$ cat config.mk
export PLATFORM = sky130hd
export DESIGN_NAME = shift_pipe
export DESIGN_NICKNAME = d
export VERILOG_FILES = /design/src/rtl/shift_pkg.sv /design/src/rtl/shift_stage.sv /design/src/rtl/shift_pipe.sv
export SDC_FILE = /design/constraint.sdc
export NUM_CORES = 1
export LEC_CHECK = 0
export ABC_AREA = 1
export CAP_MARGIN = 10
export CORE_MARGIN = 4
export CORE_UTILIZATION = 50
export DETAILED_ROUTE_END_ITERATION = 16
export PLACE_DENSITY = 0.72
export SYNTH_ARGS = -nofsm -noshare
export SYNTH_HDL_FRONTEND = slang
export SYNTH_SLANG_ARGS = --single-unit
$ cat constraint.sdc
create_clock -name clk -period 1.4 [get_ports clk]
set_clock_uncertainty 0.05 [all_clocks]
set_input_delay 0.35 -clock clk [delete_from_list [all_inputs] [get_ports clk]]
set_output_delay 0.35 -clock clk [all_outputs]
set_load 0.05 [all_outputs]
$ cat src/rtl/shift_pkg.sv
// Shared op codes, stage control payload and op legality for shift_pipe.
// Rotate ops are legal only when SHIFT_PIPE_ROTATE_EN is defined.
package shift_pkg;

  localparam int MAX_SHW = 6;

  typedef enum logic [2:0] {
    OP_PASS = 3'b000,
    OP_SLL  = 3'b001,
    OP_SRL  = 3'b010,
    OP_SRA  = 3'b011,
    OP_ROL  = 3'b100,
    OP_ROR  = 3'b101
  } shift_op_t;

  // Control half of a stage payload; data travels alongside at WIDTH bits.
  typedef struct packed {
    logic               vld;
    logic               err;
    shift_op_t          op;
    logic [MAX_SHW-1:0] amt;
  } stage_ctl_t;

  function automatic logic op_legal(input shift_op_t op);
    logic ok;
    ok = 1'b0;
    case (op)
      OP_PASS, OP_SLL, OP_SRL, OP_SRA: ok = 1'b1;
`ifdef SHIFT_PIPE_ROTATE_EN
      OP_ROL, OP_ROR:                  ok = 1'b1;
`endif
      default:                         ok = 1'b0;
    endcase
    return ok;
  endfunction

endpackage

$ cat src/rtl/shift_stage.sv
// One registered barrel-shifter stage: applies a shift of 2^STAGE when amt[STAGE] is set.
// Rotate paths exist only under SHIFT_PIPE_ROTATE_EN; holds its contents when advance is low.
module shift_stage
  import shift_pkg::*;
#(
  parameter int WIDTH = 8,
  parameter int STAGE = 0
) (
  input  logic             clk,
  input  logic             rst,
  input  logic             advance,
  input  stage_ctl_t       in_ctl,
  input  logic [WIDTH-1:0] in_data,
  output stage_ctl_t       out_ctl,
  output logic [WIDTH-1:0] out_data
);

  localparam int SH = 1 << STAGE;

  logic [WIDTH-1:0] nxt_data;

  always_comb begin
    nxt_data = in_data;
    if (in_ctl.err) begin
      nxt_data = '0;
    end else if (in_ctl.amt[STAGE]) begin
      case (in_ctl.op)
        OP_SLL:  nxt_data = in_data << SH;
        OP_SRL:  nxt_data = in_data >> SH;
        OP_SRA:  nxt_data = WIDTH'($signed(in_data) >>> SH);
`ifdef SHIFT_PIPE_ROTATE_EN
        OP_ROL:  nxt_data = (in_data << SH) | (in_data >> (WIDTH - SH));
        OP_ROR:  nxt_data = (in_data >> SH) | (in_data << (WIDTH - SH));
`endif
        default: nxt_data = in_data;
      endcase
    end
  end

  always_ff @(posedge clk) begin
    if (rst) begin
      out_ctl  <= '0;
      out_data <= '0;
    end else if (advance) begin
      out_ctl  <= in_ctl;
      out_data <= nxt_data;
    end
  end

endmodule

$ cat src/rtl/shift_pipe.sv
// Pipelined shifter/rotator, SHW stages, one result per cycle; illegal ops give 0 with out_err.
// Whole pipe stalls while the output is held; rotates need SHIFT_PIPE_ROTATE_EN.
module shift_pipe
  import shift_pkg::*;
#(
  parameter int WIDTH = 8,
  parameter int SHW   = $clog2(WIDTH)
) (
  input  logic             clk,
  input  logic             rst,
  input  logic             in_valid,
  output logic             in_ready,
  input  logic [WIDTH-1:0] in_data,
  input  logic [SHW-1:0]   in_amt,
  input  logic [2:0]       in_op,
  output logic             out_valid,
  input  logic             out_ready,
  output logic [WIDTH-1:0] out_data,
  output logic             out_err
);

  stage_ctl_t       ctl  [SHW+1];
  logic [WIDTH-1:0] data [SHW+1];
  logic             advance;
  shift_op_t        op_in;

  assign advance  = !(out_valid && !out_ready);
  assign in_ready = advance && !rst;
  assign op_in    = shift_op_t'(in_op);

  // Legality is decided once on entry; later stages just carry err forward.
  assign ctl[0] = '{vld: in_valid, err: !op_legal(op_in), op: op_in,
                    amt: MAX_SHW'(in_amt)};
  assign data[0] = in_data;

  for (genvar k = 0; k < SHW; k++) begin : g_stage
    shift_stage #(.WIDTH(WIDTH), .STAGE(k)) u_stage (
      .clk     (clk),
      .rst     (rst),
      .advance (advance),
      .in_ctl  (ctl[k]),
      .in_data (data[k]),
      .out_ctl (ctl[k+1]),
      .out_data(data[k+1])
    );
  end

  assign out_valid = ctl[SHW].vld;
  assign out_err   = ctl[SHW].err;
  assign out_data  = data[SHW];

  logic unused_ctl;
  assign unused_ctl = ^{ctl[SHW].op, ctl[SHW].amt};

endmodule

Word-level counts from Yosys, hierarchy flattened
Cells that the tools add are included.
{"block": "classes", "eq_ne": 9, "n_mux": 10, "n_reduce_logical": 8}
{"cell": "one-hot mux 8 bit (3 select lines)", "n": 3}
{"cell": "2-to-1 mux 8 bit", "n": 6}
{"cell": "equality test 3 x 2 -> 1 bit (second input constant)", "n": 6}
{"cell": "equality test 3 x 1 -> 1 bit (second input constant)", "n": 3}
{"cell": "zero test 1 bit", "n": 4}
{"cell": "OR reduction 4 bit", "n": 1}
{"cell": "zero test 3 bit", "n": 1}
{"cell": "logical AND 1 bit", "n": 2}
{"cell": "2-to-1 mux 1 bit", "n": 1}
{"block": "totals", "register_bits": 42, "inputBits": 18, "out_inout_bits": 11, "wordCells": 40}

Logic depth before layout (Yosys ltp)
Gate-level depths: netlist of run 1.
{"block": "logic_depth", "word_depth": 4, "depth_mapped": 9, "depth_no_buf": 8}

By module
Synthesis of run 1 repeated with hierarchy kept, for this count alone.
{"block": "unflattened", "cells_unflattened": 392, "hier_area_um2": 2718.9}
{"module": "shift_stage (g_stage[0].u_stage)", "instances": 1, "cells_each": 138, "area_each_um2": 985.9, "seq_area_each_um2": 380.4}
{"module": "shift_stage (g_stage[1].u_stage)", "instances": 1, "cells_each": 133, "area_each_um2": 884.6, "seq_area_each_um2": 380.4}
{"module": "shift_stage (g_stage[2].u_stage)", "instances": 1, "cells_each": 116, "area_each_um2": 824.5, "seq_area_each_um2": 380.4}
{"module": "shift_pipe", "instances": 1, "cells_each": 5, "area_each_um2": 23.8, "seq_area_each_um2": 0.0}

Worst setup path before layout of run 1
Ideal clock, no wire load.
{"block": "synth_timing", "path_kind": "reg-to-output", "start": "register g_stage[2].u_stage.out_ctl[10] (netlist name)", "end": "output in_ready", "arrival_ns": 1.646, "path_slack_ns": -0.646, "path_stages_with_launch": 6, "cell_sequence": "dfxtp_1 inv_1 nor2_4 buf_4 buf_2 nor2_1"}
{"block": "synth_via", "elab_chain_len": 3}
{"item": "from (decl)", "line_no": "shift_stage.sv:14", "rtl": "output stage_ctl_t out_ctl,"}
{"item": "from (signal assigned)", "line_no": "shift_stage.sv:45", "rtl": "out_ctl <= in_ctl;"}
{"item": "logical AND 1 bit", "line_no": "shift_pipe.sv:27", "rtl": "assign advance = !(out_valid && !out_ready);"}
{"item": "zero test 1 bit", "line_no": "shift_pipe.sv:27"}
{"item": "logical AND 1 bit", "line_no": "shift_pipe.sv:28", "rtl": "assign in_ready = advance && !rst;"}
{"item": "to (decl)", "line_no": "shift_pipe.sv:12", "rtl": "output logic in_ready,"}
Every way passes these cells.

Worst setup path in the final report of run 1
Ends and elaborated chain as after synthesis.

==> out/metrics.cfg, run 1 <==
[status]
status = complete, but fails checks
violations = setup timing

[synthesis]
synth_top_area_frac = 0.3798
yosys-top-cells-area = dfxtp_1 38%, nand2_1 13%, nand3_1 9.7%, a21oi_1 6.6%, nor2_1 5.1%
synthArstFlopShare = 0
synth_edf_count = 0
synth_ff_type = dfxtp_1
netlist_area_um2 = 2056
synth-seq-area-share = 0.3798
avgSynthCellArea_um2 = 6.945
ys_top_cells_by_count = 70 x nand2_1, 40 x nand3_1, 39 x dfxtp_1
synth_nets = 314
yosysMostFrequentCell = nand2_1
yosysTopAreaCell = dfxtp_1
yosysUniqueCellTypes = 22
yosysWarnings = 0
synthCells = 296
synth_seq_cells = 39

[setup_path]
path_max_fanout = 2
end_kind = output port
criticalPathCategory = flop to output port
arrival_ps = 1080
required_ps = 1000
startpoint = g_stage[2].u_stage.out_ctl[10]$_SDFFE_PP0N_
r2r_start = g_stage[2].u_stage.out_ctl[10]$_SDFFE_PP0N_
r2r_slack_ps = -40
worstReg2RegEnd = g_stage[0].u_stage.out_ctl[2]$_SDFFE_PP0N_
critPathSlowestCell = dfxtp_4
crit_path_max_incr_delay_ps = 340
r2r_cells = 8
crit_end = in_ready
path_cells = inv_2 -> nor2_4 -> buf_12 -> nor2_4 -> buf_12
cp-start-kind = flop

[global_route]
grt_use_total = 0.1843
grt_pass1_vias = 1817
antenna_found_initial = 0
grt_pass1_wl_um = 7707
grt_max_degree = 24
grt-ovfl-total = 0

[cts]
cts_tree = done
cts.htree.levels = 2
cts_buffer_depth = 2
cts_sinks = 39
cts_root_buffer = clkbuf_8
clk_transition_reported_paths_ps = 70
cts_made_buffers = 5
clk_latency_ps = 290

[timing]
min_period_ps = 1482
slew_headroom = 0.7948
drv_slew = 0
worstMarginPinSlew_ps = 304.5
rsz0062_at_grt = yes
finalCritPeriodShare = 1.059
fin_tns_setup_ps = -165.5
worst_slack_ps = -82.40
fmax_mhz = 674.6
setup_viol = 5
final_hold_viol_count = 0

[die]
dieArea_um2 = 5201
die_w_um = 72.12
ios = 29
design.core.area_um2 = 4000
num_rows = 23
start_util = 0.5139
fp.dieH_um = 72.12

[cells_and_area]
n_fill_cell = 345
syn2layout_area_growth_pct = 34.27
final_core_util = 0.6900
drive_gt1_frac = 0.2118
antenna_cells = 0
nets = 357

[route]
drtIter0Drc = 106
routedWlPerCell_um = 12.17
drt-pass1-iter-count = 4
drcViolationCount = 0
ant_nets = 0
num_vias = 2022
wl_um = 4746
vias_per_cell = 5.185

[place]
io_buffers = 28
post-place-ws_ps = -355.4
hpwl_um = 3261
gp_congestion = 0.8457

[min_path]
hold_path_class = flop to flop

[power_and_ir_drop]
powerDensity_nw_per_um2 = 912.0
power_frac_seq = 0.483
peakVddDrop_mv = 0.4332
combPwrFrac = 0.190
p_clk_frac = 0.327
p_int_mw = 1.837
sw_frac_of_total = 0.2702
switching_power_mw = 0.6800
p_leak_nw = 1.135

[flow_run]
max-cap-violations = 0

-- through the flow --
step | total power [mW] | area (µm²) | hold slack, ps | cells
5_1_grt | 2.653 | 2760 | 433.3 | 390
4_1_cts | 2.499 | 2636 | 424.6 | 380
3_3_place_gp | 1.668 | 2524 | 408.4 | 370
2_1_floorplan | 1.500 | 2077 | 389.5 | 296
6_report | 2.517 | 2760 | 423.7 | 390
3_5_place_dp | 1.674 | 2524 | 414.0 | 370
-- cells by family (layout without fill, tap and decap cells) --
logic type,count (synthesis),after routing,synth area share
buffers and inverters,43,87,0.1065
AND/OR/NAND/NOR,160,160,0.3749
flip-flops,39,39,0.3798
AO/OA/AOI/OAI,54,54,0.1388
-- registers in the layout, indices dropped and copies added, names as in the netlist --
| signal | flops |
|---|---|
| g_stage.u_stage.out_data | 24 |
| g_stage.u_stage.out_ctl | 15 |
-- repair_timing --
item / in CTS / in global routing
endpoints found under the setup margin: 17 / 25
buffers inserted: 2 / 9
cloned: 0 / 1
gates resized for setup: 5 / 19
pin swaps: 2 / 3
hold buffers: 0 / 0
-- worst max-delay path: cells and delay by family (launching register included) --
family / cells / cell delay (ps)
DFF: 1 / 340
buffers and inverters: 3 / 320
and+or+nand+nor: 2 / 130
-- layout by cell type (no fill, tap or decap), drive strengths merged, types with 5 or more instances in the layout --
cell            n
a21oi          29
clkbuf          8
inv            21
nand4           7
o21ai          22
dfxtp          39
nand3          44
clkdlybuf4s50  11
buf            40
nor2           31
nand3b          5
nand2          72
-- layer usage --
metal | track usage | routed length [µm]
met3 | 0.04155 | 274
met5 | 0 | 0
met2 | 0.3306 | 2519
met1 | 0.2132 | 1877
met4 | 0.06472 | 75
-- area by class of cell --
cell class | count | area, µm² | share of cell area
multi-input combinational | 214 | 1090 | 0.3948
sequential | 39 | 784.5 | 0.2842
timing repair buffer | 57 | 636.9 | 0.2307
clock buffer | 8 | 100.1 | 0.03626
inverter | 22 | 86.33 | 0.03128
tap | 50 | 62.56 | 0.02267
-- power groups by stage --
stage	clock (mW)	combinational, mW	sequential, mW
final	0.822	0.479	1.22
after global routing	0.903	0.527	1.22
after floorplan	0	0.267	1.23
after CTS	0.848	0.437	1.21
after global placement	0	0.430	1.24
after detailed placement	0	0.435	1.24
-- worst min path at each step --
| stage | start | cells past startpoint | slack [ps] | end |
|---|---|---|---|---|
| 6_report | g_stage[1].u_stage.out_data[6]$_SDFFE_PP0N_ | 2 | 420 | g_stage[1].u_stage.out_data[6]$_SDFFE_PP0N_ |
| 5_1_grt | g_stage[1].u_stage.out_data[6]$_SDFFE_PP0N_ | 2 | 430 | g_stage[1].u_stage.out_data[6]$_SDFFE_PP0N_ |
| 4_1_cts | g_stage[1].u_stage.out_data[6]$_SDFFE_PP0N_ | 2 | 420 | g_stage[1].u_stage.out_data[6]$_SDFFE_PP0N_ |
| 3_5_place_dp | g_stage[1].u_stage.out_data[6]$_SDFFE_PP0N_ | 2 | 410 | g_stage[1].u_stage.out_data[6]$_SDFFE_PP0N_ |
| 3_3_place_gp | g_stage[1].u_stage.out_data[4]$_SDFFE_PP0N_ | 2 | 410 | g_stage[1].u_stage.out_data[4]$_SDFFE_PP0N_ |
| 2_1_floorplan | g_stage[1].u_stage.out_ctl[10]$_SDFFE_PP0N_ | 2 | 390 | g_stage[2].u_stage.out_ctl[10]$_SDFFE_PP0N_ |
Power figures use the tool's default switching activity.
==> run 2: changes to the inputs <==
--- a/config.mk
+++ b/config.mk
@@ -9,6 +9,7 @@
 export CAP_MARGIN = 10
 export CORE_MARGIN = 4
 export CORE_UTILIZATION = 50
+export CTS_CLUSTER_SIZE = 16
 export DETAILED_ROUTE_END_ITERATION = 16
 export PLACE_DENSITY = 0.72
 export SYNTH_ARGS = -nofsm -noshare
==> constraint.sdc (replaced) <==
create_clock -name clk -period 1.42 [get_ports clk]
set_clock_uncertainty 0.05 [all_clocks]
set_input_delay 0.355 -clock clk [delete_from_list [all_inputs] [get_ports clk]]
set_output_delay 0.355 -clock clk [all_outputs]
set_load 0.05 [all_outputs]
==> out/metrics.cfg, run 2 (synthesis gave the netlist of run 1 again) <==
[cells_and_area]
final_common_cell = nand2_1
largest_register_ffs = 24
seqCellArea_um2 = 784.5
top_regs = g_stage.u_stage.out_data (24), g_stage.u_stage.out_ctl (15)
syn2layout_area_growth_pct = 29.40
nets = 351
fin_cells = 384
n_fill_cell = 365
max_flop_register = g_stage.u_stage.out_data
final_core_util = 0.6650
antenna_cells = 0
drive_gt1_frac = 0.1826
multi_input_area_um2 = 1075
final_cell_mix = 70 x nand2_1, 40 x nand3_1, 38 x dfxtp_1

[die]
num_rows = 23
ios = 29
start_util = 0.5139
die_w_um = 72.12
fp.dieH_um = 72.12
design.core.area_um2 = 4000
dieArea_um2 = 5201

[cts]
cts.htree.levels = 2
cts_tree = done
cts_buffer_depth = 2
cts_made_buffers = 5
cts_root_buffer = clkbuf_8
cts_sinks = 39
clk_latency_ps = 290
clk_transition_reported_paths_ps = 70

[global_route]
grt-ovfl-total = 0
grt_pass1_vias = 1829
grt_max_degree = 24
grt_pass1_wl_um = 7728
antenna_found_initial = 0
grt_use_total = 0.1898

[route]
ant_nets = 0
routedWlPerCell_um = 12.23
drt-pass1-iter-count = 4
num_vias = 1992
vias_per_cell = 5.188
wl_um = 4698
drcViolationCount = 0
drtIter0Drc = 50

[setup_path]
critPathTopFamily = flip-flops
required_ps = 1010
crit_path_max_incr_delay_ps = 380
cp-start-kind = flop
cp_num_buf_inv = 3
path_cells = inv_4 -> nor2_4 -> buf_6 -> nor2_4 -> buf_12
crit_top_cell = nor2_4
end_kind = output port
criticalPathCategory = flop to output port
critPathSlowestCell = dfxtp_4
path_max_fanout = 3
arrival_ps = 1120

[timing]
drv_slew = 0
worst_slack_ps = -104.3
rsz0062_at_grt = yes
fmax_mhz = 656.1
finalCritPeriodShare = 1.073
setup_viol = 1
slew_headroom = 0.6901
final_hold_viol_count = 0
worstMarginPinSlew_ps = 463.2
min_period_ps = 1524
hold_ws_ps = 415.5

[power_and_ir_drop]
peakVddDrop_mv = 0.5904
p_int_mw = 1.690
p_clk_frac = 0.301
powerDensity_nw_per_um2 = 881.9
switching_power_mw = 0.6559
power_frac_seq = 0.511
sw_frac_of_total = 0.2796
p_leak_nw = 1.085
combPwrFrac = 0.188

[flow_run]
max-cap-violations = 0

[place]
hpwl_um = 3499
io_buffers = 28
gp_congestion = 0.8839
dp.cells = 371

[min_path]
hold_path_class = flop to flop

[status]
status = complete, but fails checks
violations = setup timing

## run 2: cell count changes in the layout (fill, tap and decap cells not counted), sizes merged
cell / delta
clkinv: +1
buf: -7
clkbuf: -1
clkinvlp: +1
dlygate4sd2: -1
clkdlybuf4s50: +1
## run 2: cell type report
type	count	area share
clock inverter	1	0.001881
timing repair inverter	1	0.002822
timing repair buffer	50	0.2107
multi-input combinational	214	0.4040
tap	50	0.02352
inverter	22	0.03340
sequential	39	0.2949
clock buffer	7	0.02869
## run 2: path summary, 6_finish.rpt
path	start	endpoint	slack [ps]	cells past startpoint
min	g_stage[0].u_stage.out_data[4]$_SDFFE_PP0N_	g_stage[0].u_stage.out_data[4]$_SDFFE_PP0N_	420	2
max	g_stage[2].u_stage.out_ctl[10]$_SDFFE_PP0N_	in_ready	-100	5
min reg2reg	g_stage[0].u_stage.out_data[4]$_SDFFE_PP0N_	g_stage[0].u_stage.out_data[4]$_SDFFE_PP0N_	420	2
max reg2reg	g_stage[2].u_stage.out_ctl[10]$_SDFFE_PP0N_	g_stage[1].u_stage.out_ctl[10]$_SDFFE_PP0N_	20	7
## run 2: repair_timing
item | 4_1_cts | 5_1_grt
gates resized for setup | 5 | 8
pin swaps | 2 | 0
hold buffers | 0 | 0
setup endpoints to repair | 22 | 13
cloned | 0 | 1
setup buffers | 0 | 4
## run 2: worst register-to-register path, cell delays in order (launching register included)
cell        delay, ps
dfxtp_4           380
inv_4              40
nor2_4            110
buf_4             230
clkinvlp_4        180
buf_4             170
nor2_1             80
nor2_1             60
## run 2: power groups by stage
stage	sequential (mW)	combinational, mW	clock [mW]
2_1_floorplan	1.22	0.263	0
3_3_place_gp	1.22	0.422	0
3_5_place_dp	1.22	0.431	0
4_1_cts	1.20	0.431	0.739
5_1_grt	1.21	0.485	0.799
6_report	1.20	0.441	0.705
## run 2: routing by layer
layer | part of all wire | track usage | up-vias
met5 | 0 | 0 | -
met4 | 0.032 | 0.08768 | 0
met3 | 0.041 | 0.04848 | 13
met2 | 0.52 | 0.3630 | 44
met1 | 0.40 | 0.1885 | 880
li1 | - | - | 1055
## run 2: through the flow
stage | TNS (ps) | instance area, µm² | setup WS [ps] | power (mW)
after global routing | -585.8 | 2660 | -169.3 | 2.491
after CTS | -175.7 | 2603 | -117.9 | 2.369
after detailed placement | -12000 | 2519 | -382.6 | 1.655
final | -104.3 | 2660 | -104.3 | 2.346
after global placement | -9799 | 2519 | -299.3 | 1.644
after floorplan | -27.88 | 2077 | -27.88 | 1.479
